## config.mk

```make
export PLATFORM = sky130hd
export DESIGN_NAME = dpu_datapath_flat
export DESIGN_NICKNAME = d
export VERILOG_FILES = /design/src/rtl/dpu_pkg.sv /design/src/rtl/dpu_if.sv /design/src/rtl/dpu_alu.sv /design/src/rtl/dpu_datapath.sv /design/src/flat_wrapper.sv
export SDC_FILE = /design/constraint.sdc
export NUM_CORES = 1
export LEC_CHECK = 0
export CORE_UTILIZATION = 54
export DETAILED_ROUTE_END_ITERATION = 10
export GPL_TIMING_DRIVEN = 0
export PLACE_DENSITY = 0.77
export SKIP_CTS_REPAIR_TIMING = 1
export SLEW_MARGIN = 10
export SYNTH_ARGS = -nofsm -noshare
export SYNTH_HDL_FRONTEND = slang
export SYNTH_SLANG_ARGS = --single-unit
```

## constraint.sdc

```tcl
create_clock -name clk -period 3.4 [get_ports clk]
set_clock_uncertainty 0.1 [all_clocks]
set_input_delay 0.68 -clock clk [delete_from_list [all_inputs] [get_ports clk]]
set_output_delay 0.68 -clock clk [all_outputs]
set_load 0.01 [all_outputs]
```

## src/rtl/dpu_pkg.sv

```systemverilog
// Shared constants for the GRAFIX datapath: opcodes, fixed register map and
// condition-code bit positions.
package dpu_pkg;

  localparam logic [3:0] OP_ADD   = 4'd0;
  localparam logic [3:0] OP_SUB   = 4'd1;
  localparam logic [3:0] OP_SHL   = 4'd2;
  localparam logic [3:0] OP_SHR   = 4'd3;
  localparam logic [3:0] OP_PASS  = 4'd4;
  localparam logic [3:0] OP_PASS2 = 4'd5;
  localparam logic [3:0] OP_CMP   = 4'd6;
  localparam logic [3:0] OP_LOAD  = 4'd8;

  localparam logic [3:0] REG_DX     = 4'd0;
  localparam logic [3:0] REG_DY     = 4'd1;
  localparam logic [3:0] REG_ERROR  = 4'd2;
  localparam logic [3:0] REG_EINC   = 4'd3;
  localparam logic [3:0] REG_ENOINC = 4'd4;
  localparam logic [3:0] REG_XS     = 4'd5;
  localparam logic [3:0] REG_XE     = 4'd6;
  localparam logic [3:0] REG_YS     = 4'd7;
  localparam logic [3:0] REG_YE     = 4'd8;
  localparam logic [3:0] REG_X      = 4'd9;
  localparam logic [3:0] REG_Y      = 4'd10;
  localparam logic [3:0] REG_COLOUR = 4'd11;
  localparam logic [3:0] REG_ONE    = 4'd12;
  localparam logic [3:0] REG_ZERO   = 4'd13;

  localparam int CC_N = 3;
  localparam int CC_Z = 2;
  localparam int CC_C = 1;
  localparam int CC_V = 0;

  function automatic logic is_const_reg(input logic [3:0] idx);
    return (idx == REG_ONE) || (idx == REG_ZERO);
  endfunction

endpackage

```

## src/rtl/dpu_if.sv

```systemverilog
// Controller-to-datapath bus: register selects, opcode, immediate and publish
// request in; condition codes and pixel word out.
interface dpu_if #(parameter int W = 8) ();

  logic [3:0]     Abus;
  logic [3:0]     Bbus;
  logic [3:0]     Rbus;
  logic [3:0]     n;
  logic [W-1:0]   mData;
  logic           outEnable;
  logic [3:0]     cc;
  logic [3*W-1:0] Kbus;

  modport master (
    output Abus, Bbus, Rbus, n, mData, outEnable,
    input  cc, Kbus
  );

  modport slave (
    input  Abus, Bbus, Rbus, n, mData, outEnable,
    output cc, Kbus
  );

endinterface

```

## src/rtl/dpu_alu.sv

```systemverilog
// Combinational ALU for the GRAFIX datapath. Signed-overflow (V) logic exists
// only when DPU_OVF_EN is defined; otherwise V is tied low.
module dpu_alu
  import dpu_pkg::*;
#(
  parameter int W = 8
) (
  input  logic [W-1:0] a,
  input  logic [W-1:0] b,
  input  logic [3:0]   op,
  output logic [W-1:0] result,
  output logic         we,
  output logic [3:0]   flags,
  output logic         flags_en
);

  logic [W:0] sum;
  logic [W:0] diff;
  logic       carry;
  logic       v;

  assign sum  = {1'b0, a} + {1'b0, b};
  assign diff = {1'b0, a} - {1'b0, b};

  // LOAD reports a write here; the top substitutes mData for the data.
  always_comb begin
    result   = '0;
    we       = 1'b0;
    carry    = 1'b0;
    flags_en = 1'b0;
    case (op)
      OP_ADD: begin
        result   = sum[W-1:0];
        carry    = sum[W];
        we       = 1'b1;
        flags_en = 1'b1;
      end
      OP_SUB, OP_CMP: begin
        result   = diff[W-1:0];
        carry    = diff[W];
        we       = (op == OP_SUB);
        flags_en = 1'b1;
      end
      OP_SHL: begin
        result   = {a[W-2:0], 1'b0};
        carry    = a[W-1];
        we       = 1'b1;
        flags_en = 1'b1;
      end
      OP_SHR: begin
        result   = {1'b0, a[W-1:1]};
        carry    = a[0];
        we       = 1'b1;
        flags_en = 1'b1;
      end
      OP_PASS, OP_PASS2: begin
        result = a;
        we     = 1'b1;
      end
      OP_LOAD: begin
        we = 1'b1;
      end
      default: begin
        result = '0;
      end
    endcase
  end

`ifdef DPU_OVF_EN
  always_comb begin
    v = 1'b0;
    case (op)
      OP_ADD:         v = (a[W-1] == b[W-1]) && (result[W-1] != a[W-1]);
      OP_SUB, OP_CMP: v = (a[W-1] != b[W-1]) && (result[W-1] != a[W-1]);
      default:        v = 1'b0;
    endcase
  end
`else
  assign v = 1'b0;
`endif

  always_comb begin
    flags       = '0;
    flags[CC_N] = result[W-1];
    flags[CC_Z] = (result == '0);
    flags[CC_C] = carry;
    flags[CC_V] = v;
  end

endmodule

```

## src/rtl/dpu_datapath.sv

```systemverilog
// GRAFIX datapath top: 16-entry register file with constant 1/0 slots, ALU,
// registered condition codes and toggle-triggered pixel publish on Kbus.
// Optional macro DPU_OVF_EN enables the V flag.
module dpu_datapath
  import dpu_pkg::*;
#(
  parameter int W    = 8,
  parameter int NREG = 16
) (
  input  logic  clk,
  input  logic  rst_n,
  dpu_if.slave  bus
);

  logic [W-1:0]   regs [NREG];
  logic [W-1:0]   op_a;
  logic [W-1:0]   op_b;
  logic [W-1:0]   alu_result;
  logic           alu_we;
  logic [3:0]     alu_flags;
  logic           alu_flags_en;
  logic [W-1:0]   wdata;
  logic           wen;
  logic [3:0]     cc_q;
  logic [3*W-1:0] kbus_q;
  logic           oe_q;

  function automatic logic [W-1:0] read_reg(input logic [3:0] idx);
    if (idx == REG_ONE)
      return W'(1);
    else if (idx == REG_ZERO)
      return '0;
    else
      return regs[idx];
  endfunction

  // Publish snapshot sees this edge's write to X/Y/Colour, not the old value.
  function automatic logic [W-1:0] next_reg(input logic [3:0] idx);
    if (wen && (bus.Rbus == idx))
      return wdata;
    else
      return regs[idx];
  endfunction

  assign op_a = read_reg(bus.Abus);
  assign op_b = read_reg(bus.Bbus);

  dpu_alu #(.W(W)) u_alu (
    .a        (op_a),
    .b        (op_b),
    .op       (bus.n),
    .result   (alu_result),
    .we       (alu_we),
    .flags    (alu_flags),
    .flags_en (alu_flags_en)
  );

  assign wdata = (bus.n == OP_LOAD) ? bus.mData : alu_result;
  assign wen   = alu_we && !is_const_reg(bus.Rbus);

  always_ff @(posedge clk or negedge rst_n) begin
    if (!rst_n) begin
      for (int i = 0; i < NREG; i++)
        regs[i] <= '0;
    end else if (wen) begin
      regs[bus.Rbus] <= wdata;
    end
  end

  always_ff @(posedge clk or negedge rst_n) begin
    if (!rst_n)
      cc_q <= '0;
    else if (alu_flags_en)
      cc_q <= alu_flags;
  end

  // Any level change of outEnable relative to the last sampled level publishes.
  always_ff @(posedge clk or negedge rst_n) begin
    if (!rst_n) begin
      oe_q   <= 1'b0;
      kbus_q <= '0;
    end else begin
      oe_q <= bus.outEnable;
      if (bus.outEnable != oe_q)
        kbus_q <= {next_reg(REG_X), next_reg(REG_Y), next_reg(REG_COLOUR)};
    end
  end

  assign bus.cc   = cc_q;
  assign bus.Kbus = kbus_q;

endmodule

```

## src/flat_wrapper.sv

```systemverilog
// flat-port wrapper written by rule: the top's interface ports become plain ports
module dpu_datapath_flat import dpu_pkg::*;
#(
  parameter int W    = 8,
  parameter int NREG = 16
)
  (clk, rst_n, bus_Abus, bus_Bbus, bus_Rbus, bus_n, bus_mData, bus_outEnable, bus_cc, bus_Kbus);
  dpu_if #(.W(W)) bus_i ();
  input  logic clk;
  input  logic rst_n;
  input wire logic [$bits(bus_i.Abus)-1:0] bus_Abus;
  input wire logic [$bits(bus_i.Bbus)-1:0] bus_Bbus;
  input wire logic [$bits(bus_i.Rbus)-1:0] bus_Rbus;
  input wire logic [$bits(bus_i.n)-1:0] bus_n;
  input wire logic [$bits(bus_i.mData)-1:0] bus_mData;
  input wire logic [$bits(bus_i.outEnable)-1:0] bus_outEnable;
  output wire logic [$bits(bus_i.cc)-1:0] bus_cc;
  output wire logic [$bits(bus_i.Kbus)-1:0] bus_Kbus;
  assign bus_i.Abus = bus_Abus;
  assign bus_i.Bbus = bus_Bbus;
  assign bus_i.Rbus = bus_Rbus;
  assign bus_i.n = bus_n;
  assign bus_i.mData = bus_mData;
  assign bus_i.outEnable = bus_outEnable;
  assign bus_cc = bus_i.cc;
  assign bus_Kbus = bus_i.Kbus;
  dpu_datapath #(.W(W), .NREG(NREG)) u_core (.clk(clk), .rst_n(rst_n), .bus(bus_i));
endmodule
```

==> impl_results.html, run 1 <==
<table>
<tr><th>Metric</th><th>Value</th></tr>
<tr><th colspan="2">Status</th></tr>
<tr><td>Run status</td><td>complete, but fails checks</td></tr>
<tr><td>Violated checks</td><td>DRC, setup timing</td></tr>
<tr><th colspan="2">Worst setup path</th></tr>
<tr><td>Setup slack, reg-to-reg</td><td>-460 ps</td></tr>
<tr><td>Crit path arrival time</td><td>approximately 4200 ps</td></tr>
<tr><td>Worst-path fanout max</td><td>10</td></tr>
<tr><td>Delay contributed by the slowest stage of the critical path</td><td>520 ps</td></tr>
<tr><td>Type of destination of the critical path</td><td>register</td></tr>
<tr><td>WS Path Type</td><td>input pin to register</td></tr>
<tr><td>Critical Path Slowest Stage Cell</td><td>sky130_fd_sc_hd__mux4_2</td></tr>
<tr><td>Data required time at the worst endpoint</td><td>3610 ps</td></tr>
<tr><td>Type of element launching the critical path</td><td>input pin</td></tr>
<tr><td>Critical path, cell by cell</td><td>buf_12 &gt; buf_12 &gt; buf_12 &gt; mux4_2 &gt; mux2i_2 &gt; mux2_4 &gt; buf_4 &gt; ha_4 &gt; fa_2 &gt; nand3b_1 &gt; nand2_2 &gt; a31o_2 &gt; a221oi_2 &gt; nand4_4 &gt; mux2_4 &gt; mux2_4</td></tr>
<tr><th colspan="2">Timing</th></tr>
<tr><td>Remaining max-slew budget at the tightest pin</td><td>0.190</td></tr>
<tr><td>Max Clock Freq</td><td>~250 MHz</td></tr>
<tr><td>Summed negative setup slack over all endpoints</td><td>-39770 ps</td></tr>
<tr><td>RSZ-0062 raised after global routing</td><td>true</td></tr>
<tr><td>Hold Fails Final Rpt</td><td>0</td></tr>
<tr><td>Final setup vio count</td><td>117</td></tr>
<tr><td>Final min period</td><td>approximately 4000 ps</td></tr>
<tr><td>Slew of the pin with the lowest slew margin</td><td>1210 ps</td></tr>
<tr><td>Minimum setup slack in the final design</td><td>-621 ps</td></tr>
<tr><td>Final Slew Violations</td><td>0</td></tr>
<tr><td>Final critical-path share of the clock period</td><td>1.18</td></tr>
<tr><th colspan="2">Synth</th></tr>
<tr><td>Largest area contributor in the synthesized netlist</td><td>sky130_fd_sc_hd__dfrtp_1</td></tr>
<tr><td>Number of distinct library cells after synthesis</td><td>68</td></tr>
<tr><td>Most common flop cell mapped by yosys</td><td>sky130_fd_sc_hd__dfrtp_1</td></tr>
<tr><td>Netlist Area Pre-Place</td><td>just over 8000 um^2</td></tr>
<tr><td>Synth area leaders</td><td>sky130_fd_sc_hd__dfrtp_1 43%, sky130_fd_sc_hd__mux4_2 11%, sky130_fd_sc_hd__mux2_2 7.3%</td></tr>
<tr><td>Count of flip-flops with a built-in enable after synthesis</td><td>0</td></tr>
<tr><td>Synthesis Warnings</td><td>0</td></tr>
<tr><td>Number of synthesized register bits</td><td>140</td></tr>
<tr><td>Fraction of synthesized cell area taken by the top area cell type</td><td>0.426</td></tr>
<tr><td>Most common cell in the synthesized netlist</td><td>sky130_fd_sc_hd__dfrtp_1</td></tr>
<tr><td>Post-synthesis cell count</td><td>788</td></tr>
<tr><td>Async S/R FF share, synth</td><td>1.00</td></tr>
<tr><td>Most numerous cell types in the synthesized netlist</td><td>140 x sky130_fd_sc_hd__dfrtp_1, 102 x sky130_fd_sc_hd__nor2_1, 84 x sky130_fd_sc_hd__a21oi_1</td></tr>
<tr><td>Sequential cell area fraction in the yosys report</td><td>0.426</td></tr>
<tr><td>Mapped Nets</td><td>834</td></tr>
<tr><td>Post-Synthesis Mean Instance Area</td><td>10.4 um^2</td></tr>
<tr><th colspan="2">Global routing</th></tr>
<tr><td>Grt ovf</td><td>0</td></tr>
<tr><td>Wire length of the first global-routing pass</td><td>39800 um</td></tr>
<tr><td>Via count of the first global-routing pass</td><td>around 6900</td></tr>
<tr><td>Antenna violations before repair</td><td>0</td></tr>
<tr><td>All-layer global routing usage</td><td>0.340</td></tr>
<tr><td>Maximum number of pins on one net before global-route repair</td><td>76</td></tr>
<tr><th colspan="2">Pwr</th></tr>
<tr><td>Worst VDD drop</td><td>0.463 mV</td></tr>
<tr><td>Power density normalized to cell area</td><td>between 800 and 900 nW/um^2</td></tr>
<tr><td>Clock network fraction of design power</td><td>0.242</td></tr>
<tr><td>Power Total</td><td>8980 uW</td></tr>
<tr><td>Sequential power share</td><td>0.316</td></tr>
<tr><td>Share of total power consumed by net switching</td><td>0.360</td></tr>
<tr><td>Combinational group share of total power</td><td>0.442</td></tr>
<tr><td>Standby leakage power</td><td>0.00454 uW</td></tr>
<tr><td>Internal Power</td><td>5750 uW</td></tr>
<tr><td>Total net switching power</td><td>3240 uW</td></tr>
<tr><th colspan="2">Clock tree</th></tr>
<tr><td>H-tree depth reported by CTS</td><td>4</td></tr>
<tr><td>Clock tree from TritonCTS</td><td>done</td></tr>
<tr><td>Number of sinks driven by the clock tree</td><td>140</td></tr>
<tr><td>Clock tree buffer depth</td><td>2</td></tr>
<tr><td>Clock slew at the register clock pins of the worst setup and hold paths</td><td>60 ps</td></tr>
<tr><td>Clock root buffer</td><td>sky130_fd_sc_hd__clkbuf_16</td></tr>
<tr><td>CTS buffer count</td><td>17</td></tr>
<tr><td>Clock insertion delay at the later pin of the skew report</td><td>430 ps</td></tr>
<tr><th colspan="2">Die</th></tr>
<tr><td>Die area</td><td>about 16000 um^2</td></tr>
<tr><td>Overall die width</td><td>125 um</td></tr>
<tr><td>Std-Cell Core Area</td><td>14700 um^2</td></tr>
<tr><td>Overall die height</td><td>125 um</td></tr>
<tr><td>Number of I/O pins</td><td>55</td></tr>
<tr><td>Placement row count</td><td>44</td></tr>
<tr><td>Initial cell density of the core</td><td>0.560</td></tr>
<tr><th colspan="2">Drt</th></tr>
<tr><td>Detail-routed via count per cell</td><td>6.71</td></tr>
<tr><td>Via Count</td><td>approximately 7300</td></tr>
<tr><td>Detailed router's first-iteration violation count</td><td>715</td></tr>
<tr><td>Drc violations</td><td>9</td></tr>
<tr><td>First drt pass iteration count</td><td>9</td></tr>
<tr><td>Average detailed-routed wire length per instance</td><td>25.2 um</td></tr>
<tr><td>Total routed wirelength</td><td>around 28000 um</td></tr>
<tr><td>Number of nets with antenna violations after routing</td><td>0</td></tr>
<tr><th colspan="2">Final layout</th></tr>
<tr><td>Growth of design area from synthesis to finish</td><td>31.9%</td></tr>
<tr><td>Number of nets in the final layout</td><td>944</td></tr>
<tr><td>Total of fill cells in the finished design</td><td>967</td></tr>
<tr><td>Fraction of final layout cells with drive strength greater than 1</td><td>0.345</td></tr>
<tr><td>Footprint of the multi-input gates</td><td>a little under 5000 um^2</td></tr>
<tr><td>ANT cells</td><td>0</td></tr>
<tr><td>Sequential cell area</td><td>3500 um^2</td></tr>
<tr><th colspan="2">Placement</th></tr>
<tr><td>Pre-CTS setup slack</td><td>-1830 ps</td></tr>
<tr><td>Routability-driven placement congestion ratio</td><td>0.951</td></tr>
<tr><td>IO Port Bufs</td><td>48</td></tr>
<tr><td>Post-DP HPWL</td><td>between 15000 and 20000 um</td></tr>
<tr><th colspan="2">Hold path</th></tr>
<tr><td>HP Class</td><td>input pin to asynchronous set/reset pin</td></tr>
<tr><th colspan="2">Job</th></tr>
<tr><td># Max-Cap Violations</td><td>0</td></tr>
</table>
through the flow:
step | instance area (um^2) | instances | util | hold slack, ps
finish | 10900 | 1094 | 0.738 | 154
global route | 10900 | 1094 | 0.738 | 201
CTS | 10100 | 1052 | 0.684 | 178
detailed placement | 9370 | 1021 | 0.637 | 367
global placement | 9330 | 1020 | 0.635 | 366
floorplan | 8620 | 788 | - | 284
kinds of logic after synthesis:
family	Yosys count	synth area share
and+or+nand+nor	246	0.141
other	1	0.000456
buffers and inverters	85	0.0439
AOI/OAI and AO/OA	184	0.147
xor gates and xnor gates	1	0.00106
muxes	112	0.210
DFF	140	0.426
adders and majority gates	19	0.0307
state kept, by name, summed over array words and instances, names as in the netlist:
register,cells
u_core.regs,112
u_core.bus.cc,3
u_core.oe_q,1
u_core.bus.Kbus,24
critical path, delay by kind of cell:
| family | cells | cell delay, ps |
|---|---|---|
| mux | 5 | 1590 |
| compound gates | 2 | 630 |
| buf+inv | 4 | 520 |
| simple gates | 3 | 460 |
| fa+ha+maj | 2 | 340 |
area by class of cell:
class | instances | share of cell area
Sequential cell | 140 | 0.323
Clock inverter | 10 | 0.0195
Multi-Input combinational cell | 563 | 0.450
Buffer | 54 | 0.0443
Timing Repair Buffer | 95 | 0.0887
Clock buffer | 21 | 0.0434
Inverter | 27 | 0.00992
Tap cell | 184 | 0.0212
placed cells by master (no fill, tap or decap), types with 4 or more instances in the layout:
cell                              Yosys  final
sky130_fd_sc_hd__mux4_2              40     40
sky130_fd_sc_hd__ha_4                 0      4
sky130_fd_sc_hd__mux2_4               2      9
sky130_fd_sc_hd__dfrtp_1            140    140
sky130_fd_sc_hd__a21oi_1             84     54
sky130_fd_sc_hd__buf_12               0     11
sky130_fd_sc_hd__nand2_1             63     61
sky130_fd_sc_hd__o21ai_1              0     10
sky130_fd_sc_hd__clkbuf_2             0      7
sky130_fd_sc_hd__o21ai_0             28     17
sky130_fd_sc_hd__nand3b_1             4      4
sky130_fd_sc_hd__clkbuf_16            0     20
sky130_fd_sc_hd__o221ai_1            10      9
sky130_fd_sc_hd__clkbuf_8             0      6
sky130_fd_sc_hd__clkdlybuf4s50_1      0     44
sky130_fd_sc_hd__nor2_1             102    100
sky130_fd_sc_hd__clkbuf_1            37     18
sky130_fd_sc_hd__buf_6                1     10
sky130_fd_sc_hd__a21oi_2              6     35
sky130_fd_sc_hd__o31ai_1              8      5
sky130_fd_sc_hd__mux2i_1             15     12
sky130_fd_sc_hd__ha_1                17     11
sky130_fd_sc_hd__o22ai_1             10      8
sky130_fd_sc_hd__buf_2               13      5
sky130_fd_sc_hd__nand2b_1             8      7
sky130_fd_sc_hd__a22oi_1              7      6
sky130_fd_sc_hd__bufinv_16            0      6
sky130_fd_sc_hd__buf_4                2     39
sky130_fd_sc_hd__inv_1               26     23
sky130_fd_sc_hd__or3_1               11     10
sky130_fd_sc_hd__mux2_2              53     46
sky130_fd_sc_hd__nand3_1             12      9
worst paths after layout:
kind / startpoint / endpoint / cells after the start
worst max-delay path: bus_Abus[0] / u_core.bus.Kbus[6]$_DFFE_PN0P_ / 16
worst min-delay path: rst_n / u_core.regs[113]$_DFFE_PN0P_ / 1
worst max register to register: u_core.regs[48]$_DFFE_PN0P_ / u_core.bus.Kbus[6]$_DFFE_PN0P_ / 14
worst min register to register: u_core.bus.Kbus[7]$_DFFE_PN0P_ / u_core.bus.Kbus[7]$_DFFE_PN0P_ / 2
max in group asynchronous: rst_n / u_core.bus.Kbus[3]$_DFFE_PN0P_ / 2
min in group clk: u_core.bus.Kbus[7]$_DFFE_PN0P_ / u_core.bus.Kbus[7]$_DFFE_PN0P_ / 2
power by group through the flow:
stage               Sequential, uW  Combinational (uW)  Clock (uW)
CTS                           2790                3230        2170
detailed placement            2800                3200           0
finish                        2840                3970        2170
global route                  2890                4200        2250
global placement              2740                3110           0
floorplan                     2690                2210           0
routing by layer:
metal	wire length, um	track usage	vias up
li1	-	-	3107
met1	10600	0.437	3655
met2	13300	0.548	472
met3	2420	0.0766	107
met5	0	0	-
met4	1280	0.163	0
Note: power is estimated with default switching activity, not from simulation.
==> run 2: changes to the inputs <==
- CTS_CLUSTER_DIAMETER: unset -> 30
==> results of run 2 <==
Final layout, timing and power as in run 1 (identical DEF).
